## src/rtl/bit_serial_subtractor_if.sv

```systemverilog
// Handshake and operand/result bundle for the bit-serial subtractor.
// Ovf exists only when BIT_SERIAL_SUB_OVERFLOW_EN is defined.
interface bit_serial_subtractor_if #(
    parameter int WIDTH = 8
);
    logic             start;
    logic [WIDTH-1:0] A;
    logic [WIDTH-1:0] B;
    logic             busy;
    logic             done;
    logic [WIDTH-1:0] Diff;
    logic             Bout;
`ifdef BIT_SERIAL_SUB_OVERFLOW_EN
    logic             Ovf;

    modport master (output start, A, B, input busy, done, Diff, Bout, Ovf);
    modport slave  (input start, A, B, output busy, done, Diff, Bout, Ovf);
`else
    modport master (output start, A, B, input busy, done, Diff, Bout);
    modport slave  (input start, A, B, output busy, done, Diff, Bout);
`endif
endinterface

```

## src/rtl/bit_serial_subtractor.sv

```systemverilog
// LSB-first serial A - B: one full-subtractor cell plus a borrow flop, start/busy/done handshake.
// Optional signed-overflow flag Ovf under BIT_SERIAL_SUB_OVERFLOW_EN.
module bit_serial_subtractor #(
    parameter int WIDTH = 8
) (
    input logic                   clk,
    input logic                   reset,
    bit_serial_subtractor_if.slave bus
);
    localparam int CW = $clog2(WIDTH);

    typedef enum logic [1:0] {IDLE, SHIFT, DONE} state_t;

    state_t           state_q, state_d;
    logic [WIDTH-1:0] a_q, a_d;
    logic [WIDTH-1:0] b_q, b_d;
    logic [WIDTH-1:0] diff_q, diff_d;
    logic [CW-1:0]    cnt_q, cnt_d;
    logic             borrow_q, borrow_d;
    logic             bout_q, bout_d;
    logic             busy_q, busy_d;
    logic             done_q, done_d;
`ifdef BIT_SERIAL_SUB_OVERFLOW_EN
    logic             ovf_q, ovf_d;
`endif

    logic bit_a, bit_b, bit_d, bit_bnext;

    always_comb begin
        bit_a     = a_q[0];
        bit_b     = b_q[0];
        bit_d     = bit_a ^ bit_b ^ borrow_q;
        bit_bnext = (~bit_a & bit_b) | (~(bit_a ^ bit_b) & borrow_q);

        state_d  = state_q;
        a_d      = a_q;
        b_d      = b_q;
        diff_d   = diff_q;
        cnt_d    = cnt_q;
        borrow_d = borrow_q;
        bout_d   = bout_q;
`ifdef BIT_SERIAL_SUB_OVERFLOW_EN
        ovf_d    = ovf_q;
`endif
        case (state_q)
            IDLE: begin
                if (bus.start) begin
                    a_d      = bus.A;
                    b_d      = bus.B;
                    borrow_d = 1'b0;
                    cnt_d    = '0;
                    state_d  = SHIFT;
                end
            end
            SHIFT: begin
                diff_d   = {bit_d, diff_q[WIDTH-1:1]};
                a_d      = {1'b0, a_q[WIDTH-1:1]};
                b_d      = {1'b0, b_q[WIDTH-1:1]};
                borrow_d = bit_bnext;
                cnt_d    = cnt_q + CW'(1);
                if (cnt_q == CW'(WIDTH - 1)) begin
                    // Operand MSBs have shifted down to bit 0 on this last cycle.
                    bout_d  = bit_bnext;
`ifdef BIT_SERIAL_SUB_OVERFLOW_EN
                    ovf_d   = (bit_a != bit_b) && (bit_d != bit_a);
`endif
                    state_d = DONE;
                end
            end
            DONE:    state_d = IDLE;
            default: state_d = IDLE;
        endcase

        busy_d = (state_d == SHIFT);
        done_d = (state_d == DONE);
    end

    always_ff @(posedge clk or negedge reset) begin
        if (!reset) begin
            state_q  <= IDLE;
            a_q      <= '0;
            b_q      <= '0;
            diff_q   <= '0;
            cnt_q    <= '0;
            borrow_q <= 1'b0;
            bout_q   <= 1'b0;
            busy_q   <= 1'b0;
            done_q   <= 1'b0;
`ifdef BIT_SERIAL_SUB_OVERFLOW_EN
            ovf_q    <= 1'b0;
`endif
        end else begin
            state_q  <= state_d;
            a_q      <= a_d;
            b_q      <= b_d;
            diff_q   <= diff_d;
            cnt_q    <= cnt_d;
            borrow_q <= borrow_d;
            bout_q   <= bout_d;
            busy_q   <= busy_d;
            done_q   <= done_d;
`ifdef BIT_SERIAL_SUB_OVERFLOW_EN
            ovf_q    <= ovf_d;
`endif
        end
    end

    assign bus.busy = busy_q;
    assign bus.done = done_q;
    assign bus.Diff = diff_q;
    assign bus.Bout = bout_q;
`ifdef BIT_SERIAL_SUB_OVERFLOW_EN
    assign bus.Ovf  = ovf_q;
`endif
endmodule

```

## src/flat_wrapper.sv

```systemverilog
// flat-port wrapper written by rule: the top's interface ports become plain ports
module bit_serial_subtractor_flat 
#(
    parameter int WIDTH = 8
)
  (clk, reset, bus_start, bus_A, bus_B, bus_busy, bus_done, bus_Diff, bus_Bout);
  bit_serial_subtractor_if #(.WIDTH(WIDTH)) bus_i ();
  input logic clk;
  input logic reset;
  input wire logic [$bits(bus_i.start)-1:0] bus_start;
  input wire logic [$bits(bus_i.A)-1:0] bus_A;
  input wire logic [$bits(bus_i.B)-1:0] bus_B;
  output wire logic [$bits(bus_i.busy)-1:0] bus_busy;
  output wire logic [$bits(bus_i.done)-1:0] bus_done;
  output wire logic [$bits(bus_i.Diff)-1:0] bus_Diff;
  output wire logic [$bits(bus_i.Bout)-1:0] bus_Bout;
  assign bus_i.start = bus_start;
  assign bus_i.A = bus_A;
  assign bus_i.B = bus_B;
  assign bus_busy = bus_i.busy;
  assign bus_done = bus_i.done;
  assign bus_Diff = bus_i.Diff;
  assign bus_Bout = bus_i.Bout;
  bit_serial_subtractor #(.WIDTH(WIDTH)) u_core (.clk(clk), .reset(reset), .bus(bus_i));
endmodule
```

## config.mk

```make
export PLATFORM = sky130hd
export DESIGN_NAME = bit_serial_subtractor_flat
export DESIGN_NICKNAME = d
export VERILOG_FILES = /design/src/rtl/bit_serial_subtractor_if.sv /design/src/rtl/bit_serial_subtractor.sv /design/src/flat_wrapper.sv
export SDC_FILE = /design/constraint.sdc
export NUM_CORES = 1
export LEC_CHECK = 0
export ABC_AREA = 1
export CAP_MARGIN = 20
export CORE_MARGIN = 2
export CORE_UTILIZATION = 54
export DETAILED_ROUTE_END_ITERATION = 8
export PLACE_DENSITY = 0.83
export SLEW_MARGIN = 15
export SYNTH_ARGS = -nofsm -noshare
export SYNTH_HDL_FRONTEND = slang
export SYNTH_SLANG_ARGS = --single-unit
```

## constraint.sdc

```tcl
create_clock -name clk -period 3.4 [get_ports clk]
set_clock_uncertainty 0.15 [all_clocks]
set_input_delay 0.68 -clock clk [delete_from_list [all_inputs] [get_ports clk]]
set_output_delay 0.68 -clock clk [all_outputs]
set_load 0.005 [all_outputs]
```

# Word level (Yosys, flattened, before mapping)
# Cells that the tools add are included.
[classes]
add_sub_neg = 1
n_eq_ne = 5
n_mux = 11
bitwise_logic = 7
n_reduce_logical = 4
[ops]
columns = ["operator", "count"]
rows = [
  ["$pmux 8 s2", 2],
  ["$mux 8", 2],
  ["$pmux 3 s2", 1],
  ["$eq 2x1->1 const B", 2],
  ["$mux 2", 2],
  ["$pmux 2 s2", 1],
  ["$reduce_and 2->1", 2],
  ["$add 3x1->3 const B", 1],
  ["$eq 3x3->1 const B", 1],
  ["$mux 3", 1],
  ["$and 1x1->1", 2],
  ["$eq 2x2->1 const B", 1],
  ["$logic_not 2->1", 1],
  ["$ne 2x2->1 const B", 1],
  ["$not 1->1", 2],
  ["$pmux 1 s2", 1],
  ["$reduce_bool 2->1", 1],
  ["$xor 1x1->1", 2],
  ["$mux 1", 1],
  ["$or 1x1->1", 1],
]
[word_totals]
reg_bits = 33
out_inout_bits = 11
word_cells = 37

# Logic depth before layout (Yosys ltp)
# Gate-level depths: netlist of run 1.
[depth]
depth_word = 5
mapped_depth = 7
depth_no_buf = 6

# Least setup slack after synthesis of run 1
# No wires, ideal clock.
[synth_timing]
path_type = "input port to flip-flop"
startpoint = "input port bus_start"
endpoint = "register u_core.b_q[0]"
setup_ns = 0.116
arrival_time_ns = 1.098
path_slack_ns = 2.035
path_stages = 6
path_cell_list = "nand2_2 > nand2_4 > inv_2 > buf_6 > nand2_1 > nand2_1"
[synth_via]
elab_chain_len = 2
[synth_rtl]
columns = ["item", "line", "rtl"]
rows = [
  ["start, declared", "flat_wrapper.sv:10", "input wire logic [$bits(bus_i.start)-1:0] bus_start;"],
  ["$ne 2x2->1 (no source line)", "-", ""],
  ["$reduce_and 2->1 (no source line)", "-", ""],
  ["end signal, assigned", "bit_serial_subtractor.sv:82", "b_q <= '0;"],
  ["end signal, assigned", "bit_serial_subtractor.sv:95", "b_q <= b_d;"],
  ["end, declared", "bit_serial_subtractor.sv:16", "logic [WIDTH-1:0] b_q, b_d;"],
]
# No other way between the ends.
# A chain may end at the register's enable or synchronous reset.

# Worst setup path after layout of run 1
[layout_timing]
startpoint = "register u_core.diff_q[3], in the netlist u_core.bus.Diff[3]"
endpoint = "output port bus_Diff[3]"
[layout_lines]
columns = ["item", "line", "rtl"]
rows = [
  ["start, declared", "bit_serial_subtractor.sv:17", "logic [WIDTH-1:0] diff_q, diff_d;"],
  ["start signal, assigned", "bit_serial_subtractor.sv:96", "diff_q <= diff_d;"],
  ["end, declared", "flat_wrapper.sv:15", "output wire logic [$bits(bus_i.Diff)-1:0] bus_Diff;"],
]
# No word-level cell between the ends.

==> results of run 1 <==
[flip-flops by register name, indices dropped and copies added (netlist names)]
name and count:
u_core.borrow_q 1, u_core.bus.done 1, u_core.bus.Diff 8, u_core.b_q 8, u_core.bus.busy 1, u_core.bus.Bout 1, u_core.state_q 2, u_core.cnt_q 3
u_core.a_q 8
[per-layer routing]
metal,track usage,vias up
li1,-,619
met1,0.243,572
met2,0.338,30
met3,0.0703,6
met4,0.0764,0
met5,0,-
[cell usage after synthesis]
cell type / number
a21oi_1: 1
buf_4: 3
inv_1: 6
inv_4: 1
o21ai_0: 7
nand2_1: 97
dfrtp_1: 33
ha_1: 2
nand2_4: 1
nor2_1: 8
buf_6: 3
inv_2: 1
nand3_1: 14
fa_1: 1
buf_2: 3
nand2_2: 1
o21ai_1: 1
nand2_8: 1
[cells by family (layout without fill, tap and decap cells)]
family / after synthesis / after routing / synth area share
buffers and inverters: 17 / 46 / 0.0683
DFF: 33 / 33 / 0.543
adders and majority gates: 3 / 3 / 0.0296
and+or+nand+nor: 122 / 122 / 0.330
AOI/OAI and AO/OA: 9 / 9 / 0.0296
[where the power goes]
| part | switching [mW] | leakage [nW] | total (mW) | internal [mW] |
|---|---|---|---|---|
| Clock | 0.137 | 0.0552 | 0.365 | 0.228 |
| Sequential | 0.130 | 0.416 | 0.695 | 0.565 |
| Combinational | 0.407 | 0.522 | 0.714 | 0.307 |
| Total | 0.674 | 0.994 | 1.77 | 1.10 |
[stage by stage]
step | std cells | area [um^2] | hold WS [ps] | util | setup slack [ps]
2_1_floorplan | 184 | 1520 | 234 | - | 2040
3_3_place_gp | 236 | 1790 | 307 | 0.659 | 1400
3_5_place_dp | 236 | 1790 | 317 | 0.659 | 1340
4_1_cts | 244 | 1890 | 342 | 0.697 | 1300
5_1_grt | 244 | 1890 | 360 | 0.697 | 1260
6_report | 244 | 1890 | 340 | 0.697 | 1320
[final cells by class]
cell class                 count  area, um^2
sequential                    33         826
clock buffer                   5        37.5
fill                         231         821
timing repair buffer          30         298
inverter                       8        32.5
tap                           31        38.8
multi-input combinational    134         592
clock inverter                 3        65.1
[path summary, 6_finish.rpt]
| path | from | end | slack, ps | cells after the start |
|---|---|---|---|---|
| min in group asynchronous | reset | u_core.bus.done$_DFF_PN0_ | 570 | 2 |
| max in group asynchronous | reset | u_core.b_q[1]$_DFFE_PN0P_ | 2230 | 2 |
| min | u_core.b_q[2]$_DFFE_PN0P_ | u_core.b_q[2]$_DFFE_PN0P_ | 340 | 2 |
| max | u_core.bus.Diff[3]$_DFFE_PN0N_ | bus_Diff[3] | 1320 | 1 |
| min reg2reg | u_core.b_q[2]$_DFFE_PN0P_ | u_core.b_q[2]$_DFFE_PN0P_ | 340 | 2 |
| max reg2reg | u_core.state_q[0]$_DFF_PN0_ | u_core.b_q[4]$_DFFE_PN0P_ | 1530 | 5 |
==> impl_metrics.env, run 1 <==
export IMPL_tightest_slew_ps=687
export IMPL_relSlewSlack=0.542
export IMPL_drtAntennaViolNets=0
export IMPL_first_global_vias=1167
export IMPL_synth_largest_area_cell="dfrtp_1"
export IMPL_vias=1227
export IMPL_gr_total_overflow=0
export IMPL_ys_ff_latch=33
export IMPL_drc=0
export IMPL_vdd_drop_max_uv=591
export IMPL_cp_buffers_inverters=1
export IMPL_critical_path_top_delay_family="buffers and inverters"
export IMPL_power_mw=1.77
export IMPL_viasPerCell=5.03
export IMPL_drive_above_1_share=0.0657
export IMPL_rows=19
export IMPL_fin_tns_setup_ps=0
export IMPL_hold_violations=0
export IMPL_tritoncts_num_buffers=5
export IMPL_pwr_density_cell_nw_per_um2=939
export IMPL_status="complete, no violations"
export IMPL_crit_path_start_kind="flop"
export IMPL_fp_dieW_um=57.1
export IMPL_finalCritPeriodShare=0.611
export IMPL_met1Wirelength_um=1240
export IMPL_wl_per_cell_um=12.0
export IMPL_worstPathArrival_ps=1250
export IMPL_fp_dieH_um=57.1
export IMPL_final_cell_mix="nand2_1 (97), dfrtp_1 (33), clkdlybuf4s50_1 (29)"
export IMPL_fmax_ghz=0.482
export IMPL_critPathSlowestCell="clkdlybuf4s50_1"
export IMPL_crit_fanout=3
export IMPL_wl_met2_um=1490
export IMPL_syn_nets=206
export IMPL_final_common_cell="nand2_1"
export IMPL_seq_area_frac_synth=0.543
export IMPL_syn_inst=184
export IMPL_antenna_found_initial=0
export IMPL_end_kind="output port"
export IMPL_cts_tree="done"
export IMPL_path_clk_slew_ps=110
export IMPL_diodes=0
export IMPL_power_leakage_nw=0.994
export IMPL_synthTopCellsByArea="dfrtp_1 (54%), nand2_1 (24%), nand3_1 (4.6%)"
export IMPL_track_usage=0.203
export IMPL_criticalPathCategory="reg2out"
export IMPL_hpwlAfterDp_um=2000
export IMPL_wl_met3_um=164
export IMPL_wl_um=2940
export IMPL_cts_path_max_buffers=2
export IMPL_initial_core_util=0.561
export IMPL_core_area_um2=2710
export IMPL_ctsResizeCount=0
export IMPL_slowest_delay_ps=510
export IMPL_cap_violations=0
export IMPL_synth_cell_type_count=18
export IMPL_clock_sinks=33
export IMPL_io_pins=30
export IMPL_die_area_um2=3260
export IMPL_drt_initial_drc_count=40
export IMPL_area_growth_pct=24.2
export IMPL_cts_hold_buf=0
export IMPL_syn_area_per_cell_um2=8.27
export IMPL_nNetsFinal=234
export IMPL_grt_max_degree=34
export IMPL_synth_area_um2=1520
export IMPL_required_ps=2570
export IMPL_setup_violations=0
export IMPL_cts_setup_buffers=0
export IMPL_port_buffers=29
export IMPL_top_layer_used="met4"
export IMPL_synth_warnings=0
export IMPL_cts_max_level=2
export IMPL_drtPass1Iterations=4
export IMPL_final_min_clock_period_ps=2080
export IMPL_rsz0062_at_grt="false"
export IMPL_hold_path_class="reg2reg"
export IMPL_clk_latency_ps=350
export IMPL_grt_pass1_wl_um=5020
export IMPL_root_buffer="clkbuf_4"
export IMPL_slew_violations=0
export IMPL_synth_top_area_share=0.543
export IMPL_path_cells="clkdlybuf4s50_1"
export IMPL_place_gp_congestion=0.759
(Power assumes the default switching activity.)
==> inputs of run 2 (changes only) <==
Settings changed: CORE_UTILIZATION 54 to 50, PLACE_DENSITY 0.83 to 0.78.
Clock period 3.4 ns to 2 ns, I/O delays scaled along.
==> impl_metrics.env, run 2 (synthesis results as in run 1) <==
export IMPL_fmax_ghz=0.564
export IMPL_cts_path_max_buffers=2
export IMPL_nFillCells=253
export IMPL_drt_initial_drc_count=35
export IMPL_crit_fanout=3
export IMPL_cts_tree="done"
export IMPL_drive_above_1_share=0.0698
export IMPL_fin_ws_ps=227
export IMPL_place_gp_congestion=0.769
export IMPL_crit_path_start_kind="flop"
export IMPL_slew_violations=0
export IMPL_io_pins=30
export IMPL_critPathSlowestCell="clkdlybuf4s50_1"
export IMPL_fin_tns_setup_ps=0
export IMPL_gr_total_overflow=0
export IMPL_power_leakage_nw=0.993
export IMPL_dp_slack_ps=229
export IMPL_cp_depth=1
export IMPL_ctsResizeCount=0
export IMPL_drc=0
export IMPL_cap_violations=0
export IMPL_final_common_cell="nand2_1"
export IMPL_clock_sinks=33
export IMPL_fp_dieH_um=59.2
export IMPL_relSlewSlack=0.733
export IMPL_hold_violations=0
export IMPL_first_global_vias=1230
export IMPL_vias=1259
export IMPL_rsz0062_at_grt="false"
export IMPL_criticalPathCategory="reg2out"
export IMPL_worstPathArrival_ps=1220
export IMPL_seqCellArea_um2=826
export IMPL_multi_input_comb_area_um2=592
export IMPL_required_ps=1450
export IMPL_rows=20
export IMPL_port_buffers=29
export IMPL_area_growth_pct=24.2
export IMPL_core_area_um2=2980
export IMPL_vdd_drop_max_uv=1090
export IMPL_reg2regPathDepth=6
export IMPL_status="complete, no violations"
export IMPL_die_area_um2=3500
export IMPL_setup_violations=0
export IMPL_antenna_found_initial=0
export IMPL_wl_per_cell_um=12.4
export IMPL_grt_max_degree=34
export IMPL_tritoncts_num_buffers=5
export IMPL_drtPass1Iterations=4
export IMPL_diodes=0
export IMPL_cts_max_level=2
export IMPL_drtAntennaViolNets=0
export IMPL_path_clk_slew_ps=110
export IMPL_cp_buffers_inverters=1
export IMPL_finalCritPeriodShare=0.887
export IMPL_cts_hold_buf=0
export IMPL_end_kind="output port"
export IMPL_path_cells="clkdlybuf4s50_1"
export IMPL_nNetsFinal=236
export IMPL_tightest_slew_ps=400
export IMPL_clk_latency_ps=340
export IMPL_critical_path_top_delay_family="buffers and inverters"
export IMPL_hold_path_class="in2async"
export IMPL_final_min_clock_period_ps=1770
export IMPL_hpwlAfterDp_um=2130
export IMPL_wl_um=3080
export IMPL_cts_setup_buffers=0
export IMPL_grt_pass1_wl_um=5190
export IMPL_pwr_density_cell_nw_per_um2=1580
export IMPL_root_buffer="clkbuf_4"
export IMPL_initial_core_util=0.511
export IMPL_viasPerCell=5.08
export IMPL_slowest_delay_ps=500
export IMPL_fp_dieW_um=59.2
export IMPL_final_cell_mix="nand2_1 (97), dfrtp_1 (33), clkdlybuf4s50_1 (29)"
export IMPL_track_usage=0.203
-- run 2: final timing paths --
path | from | to | slack [ps]
max | u_core.bus.Diff[5]$_DFFE_PN0N_ | bus_Diff[5] | 230
max reg2reg | u_core.state_q[1]$_DFF_PN0_ | u_core.a_q[4]$_DFFE_PN0P_ | 370
min in group clk | u_core.a_q[7]$_DFFE_PN0P_ | u_core.a_q[7]$_DFFE_PN0P_ | 340
min reg2reg | u_core.a_q[7]$_DFFE_PN0P_ | u_core.a_q[7]$_DFFE_PN0P_ | 340
max in group asynchronous | reset | u_core.a_q[7]$_DFFE_PN0P_ | 1110
min | reset | u_core.bus.Diff[6]$_DFFE_PN0N_ | 290
-- run 2: power breakdown --
| group | leakage (nW) | total [mW] | internal (mW) | switching [mW] |
|---|---|---|---|---|
| Sequential | 0.416 | 1.15 | 0.962 | 0.192 |
| Clock | 0.0455 | 0.526 | 0.299 | 0.227 |
| Combinational | 0.531 | 1.30 | 0.556 | 0.748 |
| Total | 0.993 | 2.98 | 1.82 | 1.17 |
-- run 2: per-layer routing --
layer  vias up  part of all wire  global-route usage  wire length [um]
li1        624                 -                   -                 -
met1       588              0.43               0.238              1310
met2        37              0.50               0.330              1530
met3        10             0.047              0.0633               144
met4         0             0.029               0.114                88
met5         -                 0                   0                 0
-- run 2: area by class of cell --
cell class,instances,area share
inverter,8,0.0172
sequential,33,0.437
clock inverter,1,0.0159
clock buffer,7,0.0291
tap,33,0.0219
timing repair buffer,32,0.166
multi-input combinational,134,0.313
-- run 2: metrics by stage --
step                      utilization  power [mW]  std cells  instance area [um^2]  hold slack (ps)
final                           0.634        2.98        248                  1890              290
after CTS                       0.634        3.01        248                  1890              300
after detailed placement        0.606        2.48        240                  1800              316
after floorplan                     -        2.07        184                  1520            -45.6
after global routing            0.634        3.26        248                  1890              311
after global placement          0.606        2.41        240                  1800              307
==> inputs of run 3 (changes only) <==
Settings changed: SKIP_CTS_REPAIR_TIMING set to 1, TNS_END_PERCENT set to 30.
==> results of run 3 <==
Same layout as run 2: the final DEF is identical, and so are final timing and power.
